`config.mk`:
```
export PLATFORM = sky130hd
export DESIGN_NAME = divider_alu_flat
export DESIGN_NICKNAME = d
export VERILOG_FILES = /design/src/rtl/divider_alu_if.sv /design/src/rtl/divider_alu.sv /design/src/flat_wrapper.sv
export SDC_FILE = /design/constraint.sdc
export NUM_CORES = 1
export LEC_CHECK = 0
export ABC_AREA = 1
export CAP_MARGIN = 25
export CORE_UTILIZATION = 45
export DETAILED_ROUTE_END_ITERATION = 16
export HOLD_SLACK_MARGIN = 0.06
export PLACE_DENSITY = 0.7
export SETUP_SLACK_MARGIN = 0.15
export SLEW_MARGIN = 40
export SYNTH_ARGS = -nofsm -noshare
export SYNTH_HDL_FRONTEND = slang
export SYNTH_SLANG_ARGS = --single-unit
export TNS_END_PERCENT = 50
```
`constraint.sdc`:
```
create_clock -name clk -period 2.3 [get_ports clk]
set_input_delay 0.69 -clock clk [delete_from_list [all_inputs] [get_ports clk]]
set_output_delay 0.69 -clock clk [all_outputs]
set_load 0.02 [all_outputs]
```
`src/rtl/divider_alu_if.sv`:
```
// Handshake and operand bus of the divider unit.
// master drives en/op/start/A/B; slave returns Dquot/Drem/busy/done/div_by_zero.
interface divider_alu_if #(
  parameter int W = 3
);
  logic           en;
  logic [1:0]     op;
  logic           start;
  logic [2*W-1:0] A;
  logic [W-1:0]   B;
  logic [2*W-1:0] Dquot;
  logic [W-1:0]   Drem;
  logic           busy;
  logic           done;
  logic           div_by_zero;

  modport master (
    output en, op, start, A, B,
    input  Dquot, Drem, busy, done, div_by_zero
  );

  modport slave (
    input  en, op, start, A, B,
    output Dquot, Drem, busy, done, div_by_zero
  );
endinterface

```
`src/rtl/divider_alu.sv`:
```
// Sequential unsigned restoring divider: 2W-bit dividend / W-bit divisor.
// Ports: clk, rst (sync, active high), bus (divider_alu_if.slave).
// Optional macro DIV_EARLY_EXIT_EN: A < B finishes on the accepting edge.
module divider_alu #(
  parameter int         W      = 3,
  parameter logic [1:0] OP_DIV = 2'b10
) (
  input  logic          clk,
  input  logic          rst,
  divider_alu_if.slave  bus
);

  localparam int CW = $clog2(2*W+1);

  typedef enum logic [1:0] {
    IDLE,
    RUN,
    DONE
  } state_t;

  state_t state_q, state_d;

  // s_q holds the unconsumed dividend bits on the left and the
  // quotient bits collected so far on the right.
  logic [2*W-1:0] s_q;
  logic [2*W-1:0] quot_q;
  // The partial remainder is always below B, so its top bit is
  // never set and only W bits are kept.
  logic [W-1:0]   p_q;
  logic [W-1:0]   b_q;
  logic [W-1:0]   rem_q;
  logic [CW-1:0]  cnt_q;
  logic           dz_q;

  logic           accept;
  logic           zero;
  logic           early;
  logic           last;
  logic [W:0]     t;
  logic           ge;
  logic [W-1:0]   p_nx;
  logic [2*W-1:0] s_nx;

  assign accept = bus.en & bus.start
                & (bus.op == OP_DIV)
                & (state_q == IDLE);
  assign zero = (bus.B == '0);

`ifdef DIV_EARLY_EXIT_EN
  assign early = (bus.A < {{W{1'b0}}, bus.B});
`else
  assign early = 1'b0;
`endif

  assign last = (cnt_q == CW'(1));
  assign t    = {p_q, s_q[2*W-1]};
  assign ge   = (t >= {1'b0, b_q});
  assign p_nx = ge ? W'(t - {1'b0, b_q})
                   : t[W-1:0];
  assign s_nx = {s_q[2*W-2:0], ge};

  always_comb begin
    state_d = state_q;
    unique case (state_q)
      IDLE: begin
        if (accept)
          state_d = (zero || early) ? DONE : RUN;
      end
      RUN: begin
        if (bus.en && last)
          state_d = DONE;
      end
      DONE: begin
        if (bus.en)
          state_d = IDLE;
      end
      default: state_d = IDLE;
    endcase
  end

  always_ff @(posedge clk) begin
    if (rst) begin
      state_q <= IDLE;
      s_q     <= '0;
      p_q     <= '0;
      b_q     <= '0;
      cnt_q   <= '0;
      quot_q  <= '0;
      rem_q   <= '0;
      dz_q    <= 1'b0;
    end else if (bus.en) begin
      state_q <= state_d;
      unique case (state_q)
        IDLE: begin
          if (accept) begin
            b_q <= bus.B;
            if (zero) begin
              quot_q <= '1;
              rem_q  <= '1;
              dz_q   <= 1'b1;
            end else if (early) begin
              quot_q <= '0;
              rem_q  <= bus.A[W-1:0];
              dz_q   <= 1'b0;
            end else begin
              s_q   <= bus.A;
              p_q   <= '0;
              cnt_q <= CW'(2*W);
            end
          end
        end
        RUN: begin
          s_q   <= s_nx;
          p_q   <= p_nx;
          cnt_q <= cnt_q - CW'(1);
          if (last) begin
            quot_q <= s_nx;
            rem_q  <= p_nx;
            dz_q   <= 1'b0;
          end
        end
        default: ;
      endcase
    end
  end

  assign bus.Dquot       = quot_q;
  assign bus.Drem        = rem_q;
  assign bus.div_by_zero = dz_q;
  assign bus.busy        = (state_q != IDLE);
  assign bus.done        = (state_q == DONE);

endmodule

```
`src/flat_wrapper.sv`:
```
// flat-port wrapper written by rule: the top's interface ports become plain ports
module divider_alu_flat 
#(
  parameter int         W      = 3,
  parameter logic [1:0] OP_DIV = 2'b10
)
  (clk, rst, bus_en, bus_op, bus_start, bus_A, bus_B, bus_Dquot, bus_Drem, bus_busy, bus_done, bus_div_by_zero);
  divider_alu_if #(.W(W)) bus_i ();
  input  logic clk;
  input  logic rst;
  input wire logic [$bits(bus_i.en)-1:0] bus_en;
  input wire logic [$bits(bus_i.op)-1:0] bus_op;
  input wire logic [$bits(bus_i.start)-1:0] bus_start;
  input wire logic [$bits(bus_i.A)-1:0] bus_A;
  input wire logic [$bits(bus_i.B)-1:0] bus_B;
  output wire logic [$bits(bus_i.Dquot)-1:0] bus_Dquot;
  output wire logic [$bits(bus_i.Drem)-1:0] bus_Drem;
  output wire logic [$bits(bus_i.busy)-1:0] bus_busy;
  output wire logic [$bits(bus_i.done)-1:0] bus_done;
  output wire logic [$bits(bus_i.div_by_zero)-1:0] bus_div_by_zero;
  assign bus_i.en = bus_en;
  assign bus_i.op = bus_op;
  assign bus_i.start = bus_start;
  assign bus_i.A = bus_A;
  assign bus_i.B = bus_B;
  assign bus_Dquot = bus_i.Dquot;
  assign bus_Drem = bus_i.Drem;
  assign bus_busy = bus_i.busy;
  assign bus_done = bus_i.done;
  assign bus_div_by_zero = bus_i.div_by_zero;
  divider_alu #(.W(W), .OP_DIV(OP_DIV)) u_core (.clk(clk), .rst(rst), .bus(bus_i));
endmodule
```
# After elaboration in Yosys (flattened, before gate mapping)
# Cells that the tools add are included.
dict set report word_totals {
  input_bits 15
  ff_bits 27
  word_cells 58
  output_inout_bits 12
}
dict set report op_classes {
  bitwise 3
  addsub 2
  n_reduce_logical 9
  order_cmp 1
  n_eq_ne 9
  muxes 26
}
# cell count
set op_table {}
lappend op_table {{$mux 6} 5}
lappend op_table {{$mux 3} 8}
lappend op_table {{$pmux 6 s2} 2}
lappend op_table {{$pmux 3 s2} 3}
lappend op_table {{$ne 2x1->1 const B} 4}
lappend op_table {{$mux 2} 3}
lappend op_table {{$reduce_and 3->1} 2}
lappend op_table {{$reduce_and 5->1} 1}
lappend op_table {{$eq 2x2->1 const B} 2}
lappend op_table {{$ge 4x3->1} 1}
lappend op_table {{$pmux 2 s2} 1}
lappend op_table {{$reduce_and 4->1} 1}
lappend op_table {{$reduce_bool 2->1} 2}
lappend op_table {{$and 1x1->1} 3}
lappend op_table {{$eq 3x1->1 const B} 1}
lappend op_table {{$logic_not 3->1} 1}
lappend op_table {{$mux 1} 3}
lappend op_table {{$sub 3x1->3 const B} 1}
lappend op_table {{$sub 3x3->3} 1}
lappend op_table {{$eq 2x1->1 const B} 1}
lappend op_table {{$logic_not 2->1} 1}
lappend op_table {{$ne 2x2->1 const B} 1}
lappend op_table {{$pmux 1 s2} 1}
lappend op_table {{$logic_and 1x1->1} 1}

# Logic depth before layout (Yosys ltp)
dict set report depth {
  ltp_word 5
  ltp_mapped 10
}

# Worst setup path after synthesis
# OpenSTA, ideal clock, no wires.
dict set report synth_timing {
  path_kind {in2reg}
  start {input port bus_op[0]}
  end {register u_core.s_q[1]}
  stages 7
  arrival_time_ps 1483
  path_slack_ps 689
  setup_ps 128
  n_path_buf 1
  required_ps 2172
  path_cell_list {inv_1 nand2_1 o21ai_4 nand3_4 buf_4 o21ai_0 nor2_1}
}
dict set report synth_between {
  elab_chain_len 5
}
# item line_no
set synth_rtl {}
lappend synth_rtl {{from (decl)} flat_wrapper.sv:12} ;# input wire logic [$bits(bus_i.op)-1:0] bus_op;
lappend synth_rtl {{$eq 2x2->1} divider_alu.sv:45} ;# & (bus.op == OP_DIV)
lappend synth_rtl {{$and 1x1->1} divider_alu.sv:45}
lappend synth_rtl {{$and 1x1->1} divider_alu.sv:46} ;# & (state_q == IDLE);
lappend synth_rtl {{$ne 2x1->1 (no line)} -}
lappend synth_rtl {{$reduce_and 4->1 (no line)} -}
lappend synth_rtl {{to (signal assigned)} divider_alu.sv:106} ;# s_q <= bus.A;
lappend synth_rtl {{to (signal assigned)} divider_alu.sv:113} ;# s_q <= s_nx;
lappend synth_rtl {{to (decl)} divider_alu.sv:25} ;# logic [2*W-1:0] s_q;
# Every way passes these cells.
# A chain may end at the register's enable or synchronous reset.

# Worst setup path in the final report
dict set report layout_timing {
  start {register u_core.quot_q[1], in the netlist u_core.bus.Dquot[1]}
  end {output port bus_Dquot[1]}
}
# item line_no
set layout_rtl {}
lappend layout_rtl {{from (decl)} divider_alu.sv:26} ;# logic [2*W-1:0] quot_q;
lappend layout_rtl {{from (signal assigned)} divider_alu.sv:117} ;# quot_q <= s_nx;
lappend layout_rtl {{to (decl)} flat_wrapper.sv:16} ;# output wire logic [$bits(bus_i.Dquot)-1:0] bus_Dquot;
# No word-level cell between the ends.

==> flow_metrics.py <==
metrics = {
    "cts": {
        "htreeDepth": 1,
        "clk_latency_ns": 0.33,
        "cts_tree": "done",
        "clock_sinks": 27,
        "ctsHoldBuffers": 0,
        "clock_path_buffers": 2,
        "cts_buffers": 3,
        "path_clk_slew_ns": 0.16,
        "cts_root_buffer": "clkbuf_4",
    },
    "route": {
        "routedWlPerCell_um": 10.45,
        "first_iter_violations": 71,
        "first_pass_iters": 4,
        "drt-total-wl_mm": 3.011,
        "drc": 0,
        "vias": 1338,
        "viasPerCell": 4.646,
        "ant_nets": 0,
    },
    "setup_path": {
        "ff2ff_setup_slack_ns": 0.53,
        "crit_path_cell_trace": "clkdlybuf4s50_1",
        "setup.worst_path.end_class": "output pin",
        "worst-path-buf-inv": 1,
        "max_stage_delay_ns": 0.61,
        "reg2regPathDepth": 9,
        "rr_startpoint": "u_core.s_q[5]",
        "cp_max_fo": 2,
        "cp.arrival_ns": 1.32,
        "crit_type": "register to output pin",
        "cp_slowest_cell": "clkdlybuf4s50_1",
        "cp_top_family": "buffers and inverters",
        "cp-start-kind": "register",
        "reg2reg_to": "u_core.bus.Drem[0]",
        "cp_data_required_time_ns": 1.61,
    },
    "cells_and_area": {
        "antennaDiodeCount": 0,
        "fill_cells": 323,
        "nets": 266,
        "finalCoreUtilization": 0.5882,
        "syn_to_final_growth_pct": 23.68,
        "drive_gt1_frac": 0.1148,
    },
    "logic_synthesis": {
        "yosysTopAreaCell": "dfxtp_1",
        "ys_seq_area_frac": 0.3692,
        "yosys.area.top_type_share": 0.3692,
        "synth_ff_type": "dfxtp_1",
        "yosysUniqueCellTypes": 25,
        "ys_seq_elements": 27,
        "synth_edf_count": 0,
        "ys_warn_count": 0,
        "avgSynthCellArea_um2": 6.809,
        "netlist_top_cells_count": "nand2_1 (55), inv_1 (33), nor2_1 (33)",
        "synth.net_count": 236,
        "yosysMostFrequentCell": "nand2_1",
        "netlist_area_um2": 1464,
        "synthCells": 215,
        "async_flop_share": 0,
        "ys_top_cells_by_area": "dfxtp_1 (37%), nand2_1 (14%), inv_1 (8.5%), nor2_1 (8.5%), a21oi_1 (4.8%)",
    },
    "sta": {
        "period_minus_slack_ns": 2.010,
        "setup_violations": 0,
        "slew_headroom": 0.6962,
        "tightest_slew_ns": 0.4552,
        "final_hold_viol_count": 0,
        "fin_hold_ws_ns": 0.4854,
        "final.setup.tns_ns": 0,
        "finalMaxSlewViolations": 0,
        "rsz0062_at_grt": "false",
        "finalCritPeriodShare": 0.8740,
        "finalClockSkew_ns": 0.01025,
        "max_freq_mhz": 497.5,
    },
    "outcome": {
        "outcome": "finished clean",
    },
    "floorplanning": {
        "coreArea_um2": 3078,
        "die_x_um": 59.04,
        "dieHeight_um": 59.04,
        "ios": 27,
        "rows": 20,
        "initial_core_util": 0.4756,
        "die_area_um2": 3485,
    },
    "min_path": {
        "whs_path_depth": 2,
        "min-delay-start": "u_core.b_q[2]",
        "hold_class": "register to register",
        "hold_end": "u_core.b_q[2]",
    },
    "grt": {
        "grt_max_degree": 17,
        "overflow": 0,
        "grt_pass1_vias": 1262,
        "track_usage": 0.2030,
        "grt_pass1_wl_mm": 5.402,
        "antenna_found_initial": 0,
    },
    "place": {
        "place_congestion": 0.8197,
        "dp_hpwl_mm": 2.288,
        "portBuffers": 26,
    },
    "pwr": {
        "power.density_nw_per_um2": 481.7,
        "leakagePower_uw": 0.0008285,
        "vdd_ir_drop_max_mv": 0.3675,
    },
    "run": {
        "drv_cap": 0,
    },
}
==> metal layers <==
layer / up-vias / GRT usage / wire length [um]
li1: 717 / - / -
met1: 602 / 0.2514 / 1446
met2: 17 / 0.3539 / 1452
met3: 2 / 0.04148 / 85
met4: 0 / 0.06122 / 27
met5: - / 0 / 0
==> flip-flops by register name (all words and copies together) (netlist names) <==
signal,count
u_core.bus.div_by_zero,1
u_core.bus.Drem,3
u_core.s_q,6
u_core.cnt_q,3
u_core.p_q,3
u_core.bus.Dquot,6
u_core.state_q,2
u_core.b_q,3
==> timing repair <==
| item | CTS | global route |
|---|---|---|
| setup endpoints to repair | 2 | 1 |
| pin swaps | 0 | 1 |
| resized for setup | 2 | 3 |
| gates cloned | 0 | 0 |
| setup buffers | 0 | 1 |
==> worst max path at each step <==
stage / slack (ns) / depth (start not counted) / to / start
2_1_floorplan: 0.69 / 7 / u_core.s_q[1] / bus_op[0]
3_3_place_gp: 0.11 / 6 / u_core.bus.Dquot[3] / bus_en
3_5_place_dp: 0.05 / 6 / u_core.bus.Dquot[2] / bus_en
4_1_cts: 0.1 / 3 / bus_busy / u_core.state_q[0]
5_1_grt: 0.23 / 1 / bus_Dquot[1] / u_core.bus.Dquot[1]
6_report: 0.29 / 1 / bus_Dquot[1] / u_core.bus.Dquot[1]
==> metrics by stage <==
stage / setup slack [ns] / power, uW / instances / cell area, um^2
floorplan: 0.6890 / 611.0 / 215 / 1464
global placement: 0.1089 / 667.8 / 283 / 1769
detailed placement: 0.05087 / 670.2 / 283 / 1769
CTS: 0.09918 / 877.2 / 287 / 1797
global route: 0.2320 / 918.1 / 288 / 1810
finish: 0.2898 / 872.1 / 288 / 1810
==> where the power goes <==
group | total, uW | internal, uW | leakage (uW) | switching, uW
sequential | 491 | 483 | 0.000220 | 8.78
combinational | 169 | 72.9 | 0.000591 | 95.6
clock | 212 | 65.4 | 0.0000177 | 147
==> worst min-delay path, delay by kind of cell (launching register included) <==
family	cells	cell delay [ns]
buf+inv	1	0.07
compound gates	1	0.06
flops	1	0.33
==> cell usage in the layout (no fill, tap or decap) <==
cell type	netlist	final
ha_1	5	5
clkinv_2	0	1
clkdlybuf4s50_1	0	24
a21oi_4	1	1
o21ai_0	11	11
nand3_2	2	2
dfxtp_4	0	1
dlymetal6s2s_1	0	1
nand4_1	1	1
xnor2_1	1	1
clkbuf_4	0	3
nor2_1	33	33
fa_1	1	1
a21oi_1	14	14
nand2_2	7	7
buf_4	1	4
nand3_4	1	1
nor2_4	2	2
nand3b_1	1	1
dfxtp_1	27	25
nor2_2	1	1
inv_1	33	33
dfxtp_2	0	1
nand2_1	55	55
inv_2	2	2
nand3_1	10	10
or2_2	1	1
o21ai_4	1	1
dlygate4sd2_1	0	1
==> logic make-up (layout without fill, tap and decap cells) <==
family | Yosys count | count (layout) | synth area share
and+or+nand+nor | 114 | 114 | 0.3487
buffers and inverters | 40 | 69 | 0.1120
AOI/OAI and AO/OA | 27 | 27 | 0.1077
DFF | 27 | 27 | 0.3692
adders and majority gates | 6 | 6 | 0.05641
xor gates and xnor gates | 1 | 1 | 0.005984
==> layout make-up <==
| class | count | area, um^2 | share of cell area |
|---|---|---|---|
| multi-input cells | 148 | 759.5 | 0.4195 |
| flip-flops and latches | 27 | 545.5 | 0.3013 |
| well taps | 44 | 55.05 | 0.03041 |
| repair buffers | 30 | 291.5 | 0.1610 |
| clock buffers | 3 | 22.52 | 0.01244 |
| inverters | 35 | 131.4 | 0.07256 |
| clock inverters | 1 | 5.005 | 0.002764 |
Power figures use the tool's default switching activity.
